### src/rtl/ps2_kbd_rx.sv
// PS/2 keyboard receiver: synchronise, glitch-filter, deserialise and decode E0/F0/E1 prefixes into ps2_key.
// Optional macro PS2_KBD_TIMEOUT_EN aborts a stalled partial frame after TIMEOUT_CYCLES clocks.
module ps2_kbd_rx #(
  parameter int unsigned FILTER_LEN     = 8,
  parameter int unsigned TIMEOUT_CYCLES = 100000
) (
  input  logic        clk,
  input  logic        reset,
  input  logic        ps2_clk_in,
  input  logic        ps2_dat_in,
  output logic [10:0] ps2_key,
  output logic        err
);

  typedef enum logic [1:0] {
    S_IDLE,
    S_DATA,
    S_PARITY,
    S_STOP
  } state_t;

  localparam logic [7:0] FILT_LAST = 8'(FILTER_LEN - 1);

  logic [1:0] r_clkSync;
  logic [1:0] r_datSync;
  logic       r_clkFilt;
  logic       r_datFilt;
  logic [7:0] r_clkCnt;
  logic [7:0] r_datCnt;
  logic       r_clkFiltPrev;
  logic       w_fall;

  state_t     r_state;
  state_t     w_stateNext;
  logic [2:0] r_bitIdx;
  logic [2:0] w_bitIdxNext;
  logic [7:0] r_shift;
  logic [7:0] w_shiftNext;
  logic       r_parity;
  logic       w_parityNext;
  logic       w_frameDone;
  logic       w_frameOk;
  logic       r_frameDone;
  logic       r_frameOk;
  logic       w_timeout;

  logic       r_ext;
  logic       r_rel;
  logic [2:0] r_skip;

  // Idle-high reset value keeps the line from looking like a start edge.
  always_ff @(posedge clk) begin
    if (reset) begin
      r_clkSync <= 2'b11;
      r_datSync <= 2'b11;
    end else begin
      r_clkSync <= {r_clkSync[0], ps2_clk_in};
      r_datSync <= {r_datSync[0], ps2_dat_in};
    end
  end

  always_ff @(posedge clk) begin
    if (reset) begin
      r_clkFilt <= 1'b1;
      r_clkCnt  <= 8'd0;
    end else if (r_clkSync[1] == r_clkFilt) begin
      r_clkCnt  <= 8'd0;
    end else if (r_clkCnt == FILT_LAST) begin
      r_clkFilt <= r_clkSync[1];
      r_clkCnt  <= 8'd0;
    end else begin
      r_clkCnt  <= r_clkCnt + 8'd1;
    end
  end

  always_ff @(posedge clk) begin
    if (reset) begin
      r_datFilt <= 1'b1;
      r_datCnt  <= 8'd0;
    end else if (r_datSync[1] == r_datFilt) begin
      r_datCnt  <= 8'd0;
    end else if (r_datCnt == FILT_LAST) begin
      r_datFilt <= r_datSync[1];
      r_datCnt  <= 8'd0;
    end else begin
      r_datCnt  <= r_datCnt + 8'd1;
    end
  end

  always_ff @(posedge clk) begin
    if (reset) begin
      r_clkFiltPrev <= 1'b1;
    end else begin
      r_clkFiltPrev <= r_clkFilt;
    end
  end

  assign w_fall = r_clkFiltPrev & ~r_clkFilt;

`ifdef PS2_KBD_TIMEOUT_EN
  localparam int TO_W = $clog2(TIMEOUT_CYCLES + 1);

  logic [TO_W-1:0] r_toCnt;

  always_ff @(posedge clk) begin
    if (reset || w_fall || (r_state == S_IDLE)) begin
      r_toCnt <= '0;
    end else begin
      r_toCnt <= r_toCnt + TO_W'(1);
    end
  end

  assign w_timeout = (r_state != S_IDLE) && (r_toCnt == TO_W'(TIMEOUT_CYCLES));
`else
  logic w_unusedTimeout;

  assign w_unusedTimeout = (TIMEOUT_CYCLES == 0);
  assign w_timeout       = 1'b0;
`endif

  always_ff @(posedge clk) begin
    if (reset) begin
      r_state     <= S_IDLE;
      r_bitIdx    <= 3'd0;
      r_shift     <= 8'd0;
      r_parity    <= 1'b0;
      r_frameDone <= 1'b0;
      r_frameOk   <= 1'b0;
    end else begin
      r_state     <= w_stateNext;
      r_bitIdx    <= w_bitIdxNext;
      r_shift     <= w_shiftNext;
      r_parity    <= w_parityNext;
      r_frameDone <= w_frameDone;
      r_frameOk   <= w_frameOk;
    end
  end

  // A timeout is reported as a failed frame so it shares the error path below.
  always_comb begin
    w_stateNext  = r_state;
    w_bitIdxNext = r_bitIdx;
    w_shiftNext  = r_shift;
    w_parityNext = r_parity;
    w_frameDone  = 1'b0;
    w_frameOk    = 1'b0;
    if (w_fall) begin
      case (r_state)
        S_IDLE: begin
          if (!r_datFilt) begin
            w_stateNext  = S_DATA;
            w_bitIdxNext = 3'd0;
          end
        end
        S_DATA: begin
          w_shiftNext  = {r_datFilt, r_shift[7:1]};
          w_bitIdxNext = r_bitIdx + 3'd1;
          if (r_bitIdx == 3'd7) begin
            w_stateNext = S_PARITY;
          end
        end
        S_PARITY: begin
          w_parityNext = r_datFilt;
          w_stateNext  = S_STOP;
        end
        S_STOP: begin
          w_frameDone = 1'b1;
          w_frameOk   = r_datFilt & ((^r_shift) ^ r_parity);
          w_stateNext = S_IDLE;
        end
        default: begin
          w_stateNext = S_IDLE;
        end
      endcase
    end else if (w_timeout) begin
      w_stateNext = S_IDLE;
      w_frameDone = 1'b1;
      w_frameOk   = 1'b0;
    end
  end

  // E1 swallows the rest of the 8-byte Pause sequence via the skip counter.
  always_ff @(posedge clk) begin
    if (reset) begin
      ps2_key <= 11'h000;
      err     <= 1'b0;
      r_ext   <= 1'b0;
      r_rel   <= 1'b0;
      r_skip  <= 3'd0;
    end else begin
      err <= 1'b0;
      if (r_frameDone) begin
        if (!r_frameOk) begin
          err    <= 1'b1;
          r_ext  <= 1'b0;
          r_rel  <= 1'b0;
          r_skip <= 3'd0;
        end else if (r_skip != 3'd0) begin
          r_skip <= r_skip - 3'd1;
        end else if (r_shift == 8'hE1) begin
          r_skip <= 3'd7;
        end else if (r_shift == 8'hE0) begin
          r_ext <= 1'b1;
        end else if (r_shift == 8'hF0) begin
          r_rel <= 1'b1;
        end else begin
          ps2_key <= {~ps2_key[10], ~r_rel, r_ext, r_shift};
          r_ext   <= 1'b0;
          r_rel   <= 1'b0;
        end
      end
    end
  end

endmodule
### config.mk
export PLATFORM = sky130hd
export DESIGN_NAME = ps2_kbd_rx
export DESIGN_NICKNAME = d
export VERILOG_FILES = /design/src/rtl/ps2_kbd_rx.sv
export SDC_FILE = /design/constraint.sdc
export NUM_CORES = 1
export LEC_CHECK = 0
export ABC_AREA = 1
export CORE_ASPECT_RATIO = 1.5
export CORE_UTILIZATION = 30
export DETAILED_ROUTE_END_ITERATION = 12
export GPL_ROUTABILITY_DRIVEN = 0
export PLACE_DENSITY_LB_ADDON = 0.3
export SYNTH_ARGS = -nofsm -noshare
export SYNTH_HDL_FRONTEND = slang
export SYNTH_SLANG_ARGS = --single-unit
### constraint.sdc
create_clock -name clk -period 1.7 [get_ports clk]
set_input_delay 0.17 -clock clk [delete_from_list [all_inputs] [get_ports clk]]
set_output_delay 0.17 -clock clk [all_outputs]
set_load 0.005 [all_outputs]
==> results.cfg, run 1 <==
[global_routing]
grt_usage_pct = 11.32
busiest_layer = met2
grt_pass1_wl_um = 7928
use_met2_pct = 20.60
antenna_found_initial = 0
grt_pass1_vias = 1905
use_met1_pct = 11.94
gr-usage-met3_pct = 2.629
grt_max_degree = 23
grt_overflow = 0

[setup_path]
crit_family = simple AND/OR/NAND/NOR gates
start_kind = flip-flop
worstPathArrival_ns = 1.72
critical_path_buf_inv_count = 3
crit_slowest_cell = dfxtp_1
path_cells = inv_1 -> ha_1 -> nand2_1 -> nor2_2 -> nor2_4 -> inv_2 -> nor2_2 -> buf_4 -> nor2_1 -> nor2_1
crit_path_end_kind = flip-flop
required_ns = 1.94
cp_max_fo = 11
critPathMaxStageDelay_ns = 0.35
crit_type = reg -> reg

[hold_path]
hp-class = reg -> reg

[floorplanning]
initial_core_util_pct = 31.17
core_um2 = 8108
die_w_um = 76.95
ios = 16
rows = 40
die_h_um = 114.4
die_area_um2 = 8804

[sta]
skew_ns = 0.006712
tightestPinTransition_ns = 0.4394
fin_crit_ns = 1.483
slew_violations = 0
fin_setup_tns_ns = 0
maxSlewHeadroom_pct = 70.64
post-route-period-util_pct = 87.25
whs_ns = 0.4074
final-hold-violation-count = 0
grt_setup_unrepaired = false
fmax_mhz = 674.2
setup_viol = 0

[flow_run]
maxCapViolCount = 0

[clock_network]
cts_tree = yes
cts_buffer_depth = 2
insertion_delay_ns = 0.30
postCtsHoldBufs = 0
root_buffer = clkbuf_16
clkSinkCount = 56
cts_resized = 0
cts-buffers-inserted = 5
path_clk_slew_ns = 0.07
post_cts_buffers = 0
cts-htree-levels = 2

[power_and_ir_drop]
total_leakage_power_uw = 0.001231
ir_drop_mv = 0.4195
p_per_area_nw_per_um2 = 810.4

[layout]
seq_area_um2 = 1121
nets = 384
design_area_um2 = 2962
diodes = 0
multi_input_area_um2 = 1207
nFillCells = 912
drive_above_1_share_pct = 6.849
syn_to_final_growth_pct = 17.18
fin_util_pct = 36.53

[placed_design]
dp_hpwl_um = 3320
placed_cell_area_um2 = 2816
io_buffers = 15

[yosys]
seq_area_frac_synth_pct = 44.36
syn_inst = 343
synth-seq-cells = 56
yosysWarnings = 0
netlist_area_um2 = 2527
syn_avg_cell_area_um2 = 7.369
syn_nets = 363
ys_types = 24

[route]
drt-total-wl_um = 4482
drtIter0Drc = 58
wire_per_inst_um = 9.536
first_pass_iters = 4
drc = 0
num_vias = 2032
via_per_inst = 4.323
ant_nets = 0

[outcome]
status = completed
synthesized netlist by cell type:
master	n	area, um^2
a21oi_1	20	100.1
a31oi_1	1	6.260
buf_2	3	15.01
buf_6	1	11.26
clkbuf_1	3	11.26
clkinv_1	1	3.750
dfxtp_1	56	1121
ha_1	16	200.2
inv_1	41	153.9
inv_2	1	3.750
nand2_1	66	247.7
nand2_2	1	6.260
nand3_1	21	105.1
nand4_1	4	25.02
nor2_1	67	251.5
nor2_2	3	18.77
nor2_4	1	11.26
nor3_1	2	10.01
nor3b_1	1	7.510
o211ai_1	1	7.510
o21ai_0	17	85.08
or2_2	6	37.54
xnor2_1	3	26.28
xor2_1	7	61.31
sequential cells by signal (all words and copies together) (netlist names), 2 cells and up:
name and flops:
ps2_key 11, r_bitIdx 3, r_clkCnt 8, r_clkSync 2, r_datCnt 8, r_datSync 2
r_shift 8, r_skip 3, r_state 2
per-stage QoR:
step / total power [uW] / worst slack, ns / cells
2_1_floorplan: 1381 / 0.3344 / 343
3_3_place_gp: 1401 / 0.2393 / 462
3_5_place_dp: 1402 / 0.2240 / 462
4_1_cts: 2433 / 0.2077 / 470
5_1_grt: 2485 / 0.05674 / 470
6_report: 2400 / 0.2167 / 470
worst reg2reg max path, cell delays in order, from the launching register on:
cell and delay [ns]:
dfxtp_1 0.35, inv_1 0.08, ha_1 0.19, nand2_1 0.15
nor2_2 0.08, nor2_4 0.13, inv_2 0.04, nor2_2 0.09
buf_4 0.18, nor2_1 0.06, nor2_1 0.09
power by group:
part	internal (uW)	switching (uW)	total (uW)
clock	550	480	1030
combinational	22.1	28.4	50.5
sequential	1320	2.87	1320
placed cells by master (no fill, tap or decap):
cell and instances:
a21oi_1 20, nor2_2 3, nand4_1 4, ha_1 16
o21ai_0 17, clkinv_4 1, nand2_2 1, clkinv_1 1
a31oi_1 1, xor2_1 7, clkbuf_16 5, clkdlybuf4s50_1 15
nand3_1 21, clkbuf_1 1, nor2_1 67, o211ai_1 1
xnor2_1 3, nor2_4 1, dfxtp_1 56, clkinvlp_4 1
nand2_1 66, inv_1 41, or2_2 6, nor3b_1 1
buf_4 6, inv_2 1, nor3_1 2
kinds of logic after synthesis:
group	share of synthesized area, %
adder cells (fa/ha/maj)	7.921
AO/OA/AOI/OAI	7.872
AND/OR/NAND/NOR	28.52
XOR/XNOR	3.466
buffers and inverters	7.871
flip-flops	44.36
routing by layer:
| layer | vias to the layer above | share of wire [%] |
|---|---|---|
| li1 | 1109 | - |
| met1 | 900 | 45 |
| met2 | 15 | 51 |
| met3 | 8 | 1.9 |
| met4 | 0 | 2.7 |
| met5 | - | 0 |
layout make-up:
class,count,area share (%)
flip-flops and latches,56,37.85
inverters,43,5.450
multi-input cells,237,40.77
clock buffers,6,4.352
clock inverters,2,0.5492
well taps,105,4.436
repair buffers,21,6.591
worst paths after layout:
check	start	to	slack (ns)	cells past startpoint
worst max register to register	r_shift[4]	ps2_key[7]	0.22	10
worst min-delay path	r_clkSync[0]	r_clkSync[1]	0.41	1
worst max-delay path	r_shift[4]	ps2_key[7]	0.22	10
worst min register to register	r_clkSync[0]	r_clkSync[1]	0.41	1
(Power assumes the default switching activity.)
==> run 2: changes to the inputs <==
- ABC_CLOCK_PERIOD_IN_PS: default -> 1700
==> results of run 2 <==
The final DEF is identical to that of run 1; final timing and power are the same.
==> run 3: changes to the inputs <==
- ABC_CLOCK_PERIOD_IN_PS: 1700 -> 1500
- clock period: 1.7 -> 1.5 ns (I/O delays scaled with it)
==> results.cfg, run 3 (same netlist as run 1, synthesis figures left out) <==
[layout]
layout.cells.non_filler = 478
largest_reg_flops = 11
nets = 392
drive_above_1_share_pct = 15.01
final_cell_mix = 63 x nand2_1, 61 x nor2_1, 51 x dfxtp_1
syn_to_final_growth_pct = 24.41
top_register = ps2_key
final_common_cell = nand2_1
diodes = 0
nFillCells = 888

[route]
drt-total-wl_um = 4682
num_vias = 2076
ant_nets = 0
drc = 0
via_per_inst = 4.343
first_pass_iters = 3
wire_per_inst_um = 9.795
drtIter0Drc = 43

[clock_network]
cts_buffer_depth = 2
insertion_delay_ns = 0.29
clkSinkCount = 56
postCtsHoldBufs = 0
path_clk_slew_ns = 0.07
root_buffer = clkbuf_16
cts_tree = yes
cts-buffers-inserted = 5
cts-htree-levels = 2

[sta]
final-hold-violation-count = 0
tightestPinTransition_ns = 0.2777
grt_setup_unrepaired = true
fin_crit_ns = 1.445
whs_ns = 0.4082
skew_ns = 0.004883
slew_violations = 0
setup_viol = 0
fin_ws_ns = 0.05531
fin_setup_tns_ns = 0
maxSlewHeadroom_pct = 81.40
fmax_mhz = 692.2
post-route-period-util_pct = 96.31

[power_and_ir_drop]
total_leakage_power_uw = 0.001316
ir_drop_mv = 0.4406
p_per_area_nw_per_um2 = 912.7

[setup_path]
worstPathArrival_ns = 1.68
crit_type = reg -> reg
cp_max_fo = 5
crit_path_end_kind = flip-flop
required_ns = 1.73
start_kind = flip-flop

[floorplanning]
die_area_um2 = 8804
die_h_um = 114.4
ios = 16
initial_core_util_pct = 31.17
core_um2 = 8108
rows = 40
die_w_um = 76.95

[outcome]
status = completed

[flow_run]
maxCapViolCount = 0

[placed_design]
place_inst = 468
dp_hpwl_um = 3428
io_buffers = 15
pre_cts_slack_ns = 0.02953

[global_routing]
grt_pass1_vias = 2032
grt_overflow = 0
grt_usage_pct = 11.63
grt_max_degree = 22
grt_pass1_wl_um = 8204
antenna_found_initial = 0

[hold_path]
hp-class = reg -> reg
-- run 3: cell types whose count changed in the layout (fill, tap and decap cells not counted), sizes merged --
cell / previous run / this run
clkbuf: 6 / 7
bufinv: 0 / 1
inv: 42 / 43
clkinv: 2 / 1
clkinvlp: 1 / 0
buf: 6 / 13
-- run 3: area by class of cell --
type	instances	area (um^2)	share of cell area (%)
Clock inverter	2	38.79	1.234
Clock buffer	6	128.9	4.099
Sequential cell	56	1127	35.85
Inverter	43	163.9	5.213
Tap cell	105	131.4	4.178
Timing Repair Buffer	29	289.0	9.192
Multi-Input combinational cell	237	1265	40.23
-- run 3: worst max-delay path, cell delays in order, from the launching register on --
cell,delay [ns]
dfxtp_2,0.32
inv_2,0.07
ha_4,0.16
inv_4,0.04
nor2_4,0.11
nand2_2,0.08
nor2_4,0.14
inv_2,0.05
nor2_4,0.14
clkbuf_16,0.16
nor2_1,0.03
nor2_1,0.07
-- run 3: stage by stage --
stage	cell area, um^2	power, uW	util [%]
floorplan	2527	1565	-
global placement	2874	1592	35.45
detailed placement	2874	1592	35.45
CTS	3044	2934	37.55
global route	3144	2995	38.78
finish	3144	2870	38.78
-- run 3: power breakdown --
part           switching, uW  internal (uW)  total [uW]
clock                    518            795        1310
combinational           34.0           27.3        61.2
sequential              3.23           1490        1500
-- run 3: worst paths after layout --
check / startpoint / endpoint / slack [ns] / cells after the start
max: r_skip[1] / ps2_key[6] / 0.06 / 11
min: r_datSync[0] / r_datSync[1] / 0.41 / 1
max reg2reg: r_skip[1] / ps2_key[6] / 0.06 / 11
min reg2reg: r_datSync[0] / r_datSync[1] / 0.41 / 1
-- run 3: repair_timing --
action,CTS,global route
cloned,0,1
pin swaps,0,19
resized for setup,1,28
setup buffers,0,1
endpoints found under the setup margin,1,16
-- run 3: per-layer routing --
layer / up-vias / share of wire (%) / global-route usage (%)
met5: - / 0 / 0
met4: 0 / 2.4 / 6.538
met3: 7 / 1.9 / 2.390
met2: 13 / 53 / 21.96
met1: 929 / 43 / 11.72
li1: 1127 / - / -
